### src/rtl/dmem_responder.sv
// Data-memory responder for the MEM stage. It accepts one held load/store request,
// waits LATENCY cycles, performs the word access, then pulses Ready. It also raises
// Stall so the pipeline stays frozen while the access is outstanding.
module dmem_responder #(
    parameter int unsigned DEPTH_LOG2 = 5,
    parameter int unsigned LATENCY    = 2   // legal range 1..15
) (
    input  logic        Clock,
    input  logic        Resetn,
    input  logic        Req,
    input  logic        Wmem,
    input  logic [31:0] Addr,
    input  logic [31:0] Wdata,
    output logic [31:0] Rdata,
    output logic        Ready,
    output logic        Err,
    output logic        Stall
);

    localparam int unsigned Words = 1 << DEPTH_LOG2;
    localparam int unsigned AddrW = DEPTH_LOG2 + 2;

    typedef enum logic [1:0] {StIdle, StWait, StDone} state_e;

    state_e                state_q, state_d;
    logic [3:0]            cnt_q, cnt_d;
    logic [AddrW-1:0]      addr_q, addr_d;
    logic                  wmem_q, wmem_d;
    logic [31:0]           wdata_q, wdata_d;
    logic [31:0]           rdata_q, rdata_d;
    logic                  ready_q, ready_d;
    logic                  err_q, err_d;
    logic [31:0]           mem_q [Words];

    // Access performed on the edge that enters StDone
    logic                  acc_en;
    logic [AddrW-1:0]      acc_addr;
    logic                  acc_wmem;
    logic [31:0]           acc_wdata;
    logic                  acc_misaligned;
    logic [DEPTH_LOG2-1:0] acc_idx;
    logic                  mem_we;

    // Address bits above the memory size are ignored so accesses wrap
    logic unused_addr_hi;
    assign unused_addr_hi = ^Addr[31:AddrW];

    // Next-state logic: request capture, latency countdown and access decode
    always_comb begin
        state_d   = state_q;
        cnt_d     = cnt_q;
        addr_d    = addr_q;
        wmem_d    = wmem_q;
        wdata_d   = wdata_q;
        acc_en    = 1'b0;
        acc_addr  = addr_q;
        acc_wmem  = wmem_q;
        acc_wdata = wdata_q;

        unique case (state_q)
            StIdle: begin
                if (Req) begin
                    addr_d  = Addr[AddrW-1:0];
                    wmem_d  = Wmem;
                    wdata_d = Wdata;
                    cnt_d   = 4'(LATENCY - 1);
                    if (LATENCY == 1) begin
                        // Single-cycle latency: access uses the live request on acceptance
                        state_d   = StDone;
                        acc_en    = 1'b1;
                        acc_addr  = Addr[AddrW-1:0];
                        acc_wmem  = Wmem;
                        acc_wdata = Wdata;
                    end else begin
                        state_d = StWait;
                    end
                end
            end
            StWait: begin
                cnt_d = cnt_q - 4'd1;
                if (cnt_q == 4'd1) begin
                    state_d = StDone;
                    acc_en  = 1'b1;
                end
            end
            StDone: begin
                state_d = StIdle;
            end
            default: begin
                state_d = StIdle;
            end
        endcase

        acc_misaligned = (acc_addr[1:0] != 2'b00);
        acc_idx        = acc_addr[AddrW-1:2];
        mem_we         = acc_en & acc_wmem & ~acc_misaligned;
        ready_d        = acc_en;
        err_d          = acc_en & acc_misaligned;
        rdata_d        = rdata_q;
        if (acc_en && acc_misaligned) begin
            rdata_d = '0;
        end else if (acc_en && !acc_wmem) begin
            rdata_d = mem_q[acc_idx];
        end
    end

    // Control and output registers
    always_ff @(posedge Clock or negedge Resetn) begin
        if (!Resetn) begin
            state_q <= StIdle;
            cnt_q   <= '0;
            addr_q  <= '0;
            wmem_q  <= 1'b0;
            wdata_q <= '0;
            rdata_q <= '0;
            ready_q <= 1'b0;
            err_q   <= 1'b0;
        end else begin
            state_q <= state_d;
            cnt_q   <= cnt_d;
            addr_q  <= addr_d;
            wmem_q  <= wmem_d;
            wdata_q <= wdata_d;
            rdata_q <= rdata_d;
            ready_q <= ready_d;
            err_q   <= err_d;
        end
    end

    // Word storage, cleared by reset
    always_ff @(posedge Clock or negedge Resetn) begin
        if (!Resetn) begin
            for (int i = 0; i < Words; i++) begin
                mem_q[i] <= '0;
            end
        end else if (mem_we) begin
            mem_q[acc_idx] <= acc_wdata;
        end
    end

    assign Rdata = rdata_q;
    assign Ready = ready_q;
    assign Err   = err_q;
    assign Stall = ((state_q == StIdle) && Req) || (state_q == StWait);

endmodule

### config.mk
export PLATFORM = sky130hd
export DESIGN_NAME = dmem_responder
export DESIGN_NICKNAME = d
export VERILOG_FILES = /design/src/rtl/dmem_responder.sv
export SDC_FILE = /design/constraint.sdc
export NUM_CORES = 1
export LEC_CHECK = 0
export CORE_UTILIZATION = 45
export DETAILED_ROUTE_END_ITERATION = 12
export GPL_ROUTABILITY_DRIVEN = 0
export GPL_TIMING_DRIVEN = 0
export PLACE_DENSITY_LB_ADDON = 0.05
export RECOVER_POWER = 25
export SYNTH_ARGS = -nofsm -noshare
export SYNTH_HDL_FRONTEND = slang
export SYNTH_SLANG_ARGS = --single-unit
### constraint.sdc
create_clock -name Clock -period 2.5 [get_ports Clock]
set_clock_uncertainty 0.05 [all_clocks]
set_input_delay 0.5 -clock Clock [delete_from_list [all_inputs] [get_ports Clock]]
set_output_delay 0.5 -clock Clock [all_outputs]
set_load 0.05 [all_outputs]
==> load_flow_metrics.sql <==
INSERT INTO impl_metrics (metric_group, metric, value, unit) VALUES
('run_status', 'run_status', 'finished with violations', ''),
('run_status', 'failed_checks', 'negative hold slack, max-capacitance violations, max-slew violations, negative setup slack', ''),
('power', 'combinationalPowerShare', '0.301', ''),
('sta', 'hold_slack', '-0.356', 'ns'),
('power', 'net-switching-power', '20.2', 'mW'),
('worst_setup_path', 'regToRegStartpoint', 'acc_addr[2]', ''),
('yosys', 'yosys.area_share.adder', '0.000508', ''),
('sta', 'min_period_over_period', '1.14', ''),
('power', 'internal-power', '36.3', 'mW'),
('yosys', 'yosysWarningCount', '0', ''),
('sta', 'worst_slew_pin_slew', '1.81', 'ns'),
('yosys', 'asyncSetResetFlopFracSynth', '1.00', ''),
('sta', 'worst_slew_margin_rel', '-0.207', ''),
('floorplanning', 'core', '108000', 'um2'),
('yosys', 'cells_taking_the_most_area_after_synthesis', 'sky130_fd_sc_hd__dfrtp_1 (56%), sky130_fd_sc_hd__mux2_2 (23%), sky130_fd_sc_hd__mux2i_1 (10%)', ''),
('yosys', 'synth.largest_area_cell', 'sky130_fd_sc_hd__dfrtp_1', ''),
('yosys', 'post_synth_mux_area_share', '0.338', ''),
('route', 'via_per_inst', '6.28', ''),
('worst_setup_path', 'worst_ep_arrival_time', '3.43', 'ns'),
('final_layout', 'antennaDiodeCount', '0', ''),
('yosys', 'ys_types', '39', ''),
('clocking', 'h_tree_depth_reported_by_cts', '3', ''),
('worst_setup_path', 'startpoint_type', 'register', ''),
('clocking', 'clock-sinks', '1104', ''),
('place', 'place_area', '52000', 'um2'),
('final_layout', 'layout.cell_area.non_filler', '62500', 'um2'),
('sta', 'max_clock_freq', '351', 'MHz'),
('yosys', 'ff_latch_count_synth', '1104', ''),
('sta', 'report.final.setup_viol', '944', ''),
('final_layout', 'finalCoreUtilization', '0.580', ''),
('yosys', 'postSynthAreaPerCell', '13.8', 'um2'),
('worst_setup_path', 'timing.critical_path.from', 'acc_addr[2]', ''),
('floorplanning', 'floorplan.initialDensity', '0.457', ''),
('yosys', 'synth-edff-count', '0', ''),
('final_layout', 'layout_commonest_cell', 'sky130_fd_sc_hd__dfrtp_1', ''),
('grt', 'grt_start_max_net_pins', '133', ''),
('final_layout', 'fin_nets', '4038', ''),
('clocking', 'numCtsBuffers', '120', ''),
('floorplanning', 'dieArea', '111000', 'um2'),
('sta', 'total_count_of_max_transition_violations_in_the_final_report', '80', ''),
('route', 'post_drt_wl_per_cell', '35.0', 'um'),
('grt', 'grt_remaining_overflow', '0', ''),
('yosys', 'synth-seq-area-share', '0.561', ''),
('floorplanning', 'top_level_ports', '103', ''),
('grt', 'grt_first_pass_wirelength', '270000', 'um'),
('floorplanning', 'die_width', '333', 'um'),
('yosys', 'dominantRegCellSynth', 'sky130_fd_sc_hd__dfrtp_1', ''),
('route', 'final_antenna_net_count', '0', ''),
('clocking', 'cts_root_buffer', 'sky130_fd_sc_hd__clkbuf_16', ''),
('floorplanning', 'rows', '120', ''),
('sta', 'hold_viol_final', '94', ''),
('yosys', 'synth_xor_xnor_area_share', '0.000178', ''),
('yosys', 'synth_nets', '3646', ''),
('yosys', 'yosys.area.top_type_share', '0.561', ''),
('sta', 'setup_ws_post_layout', '-0.352', 'ns'),
('flow_run', 'cap_viol_max_count', '1', ''),
('worst_setup_path', 'cp-endpoint', 'Rdata[0]', ''),
('route', 'first_pass_iters', '6', ''),
('yosys', 'yosys.area_share.simple', '0.0313', ''),
('power', 'power-per-cell-area', '905', 'nW/um2'),
('route', 'post-route-drc-count', '0', ''),
('final_layout', 'post_route_cells_drive_above_1_share', '0.420', ''),
('route', 'num_vias', '34300', ''),
('sta', 'finalCriticalPeriod', '2.85', 'ns'),
('worst_setup_path', 'worstPathCellList', 'buf_6, buf_4, clkbuf_8, mux2i_1, o22ai_1, nor4_1, nand2_1, a22o_1', ''),
('yosys', 'synth_top_family_by_area', 'multiplexers', ''),
('power', 'clock_power_share', '0.335', ''),
('final_layout', 'mostFrequentLayoutCells', 'sky130_fd_sc_hd__dfrtp_1 (1,102), sky130_fd_sc_hd__mux2_2 (793), sky130_fd_sc_hd__mux2i_1 (511)', ''),
('worst_setup_path', 'critical-path-max-stage-delay', '0.46', 'ns'),
('final_layout', 'area_growth_syn_to_layout', '26.9', '%'),
('place', 'dp_worst_setup_slack', '-1.59', 'ns');
through the flow:
stage,power (mW),TNS [ns],instances
5_1_grt,57.9,-183.22,5470
3_5_place_dp,35.6,-1155.71,5068
6_report,56.6,-139.94,5470
3_3_place_gp,35.1,-,5056
2_1_floorplan,28.4,0,3576
4_1_cts,56.0,-117.16,5457
cell families (layout without fill, tap and decap cells):
logic type                 Yosys count  count (layout)
adders and majority gates            2               2
and+or+nand+nor                    301             301
muxes                             1536            1536
buffers and inverters              339             830
xor gates and xnor gates             1               1
DFF                               1104            1104
AOI/OAI and AO/OA                  293             293
worst max-delay path: cells and delay by family, from the launching register on:
family                 cells  cell delay (ns)
and+or+nand+nor            2             0.63
DFF                        1             0.43
AOI/OAI and AO/OA          2             0.42
buffers and inverters      3             0.81
muxes                      1             0.37
final cells by class:
cell class                      instances  area (um2)
Buffer                                325        3410
Clock buffer                          176        3610
Clock inverter                         45         606
Fill cell                            8271       45300
Inverter                                2        7.51
Multi-Input combinational cell       2133       21400
Sequential cell                      1104       27600
Tap cell                             1403        1760
Timing Repair Buffer                  282        4030
flip-flops by register name (all words and copies together), names as in the netlist:
register and flops:
Rdata 32, mem_q 1024, acc_addr 7, acc_wmem 1
Err 1, Ready 1, acc_wdata 32, cnt_q 4
state_q 2
timing repair:
item | CTS | global route
resized for setup | 939 | 134
hold endpoints to repair | 94 | 94
endpoints found under the setup margin | 1317 | 1202
pin swaps | 35 | 9
cloned | 44 | 3
buffers inserted | 132 | 17
layer usage:
metal  wire (um)  track usage  vias to the layer above
li1            -            -                    13800
met1       78200        0.450                    18300
met2       86800        0.533                     1598
met3       14300       0.0677                      571
met4       12400        0.194                        4
met5          27            0                        -
cells in the mapped netlist (3+ instances only):
library cell,instances
sky130_fd_sc_hd__a22o_1,32
sky130_fd_sc_hd__and2_1,3
sky130_fd_sc_hd__buf_1,11
sky130_fd_sc_hd__buf_2,85
sky130_fd_sc_hd__buf_4,15
sky130_fd_sc_hd__buf_6,3
sky130_fd_sc_hd__clkbuf_1,223
sky130_fd_sc_hd__dfrtp_1,1104
sky130_fd_sc_hd__mux2_1,36
sky130_fd_sc_hd__mux2_2,988
sky130_fd_sc_hd__mux2i_1,512
sky130_fd_sc_hd__nand2_1,167
sky130_fd_sc_hd__nand2b_1,4
sky130_fd_sc_hd__nand3_1,10
sky130_fd_sc_hd__nand4_1,3
sky130_fd_sc_hd__nand4b_1,4
sky130_fd_sc_hd__nand4bb_1,5
sky130_fd_sc_hd__nor2_1,11
sky130_fd_sc_hd__nor2_2,6
sky130_fd_sc_hd__nor2b_1,4
sky130_fd_sc_hd__nor3b_2,3
sky130_fd_sc_hd__nor4_1,64
sky130_fd_sc_hd__o21ai_0,3
sky130_fd_sc_hd__o22ai_1,256
sky130_fd_sc_hd__or4b_2,4
worst min-delay path by stage:
stage,end,slack (ns),cells past startpoint,start
6_report,acc_wdata[5],-0.36,1,Resetn
5_1_grt,mem_q[487],-0.31,1,Resetn
4_1_cts,acc_wdata[5],-0.31,1,Resetn
3_5_place_dp,acc_wdata[5],0.42,1,Resetn
3_3_place_gp,acc_wmem,0.41,2,acc_wmem
2_1_floorplan,Err,0.15,0,Resetn
power by group through the flow:
stage | logic (mW) | registers [mW] | clock network, mW
floorplan | 7.83 | 20.5 | 0
global placement | 14.3 | 20.8 | 0
detailed placement | 14.8 | 20.8 | 0
CTS | 16.4 | 20.5 | 19.1
global route | 17.3 | 20.8 | 19.9
finish | 17.0 | 20.6 | 19.0
Power figures use the tool's default switching activity.
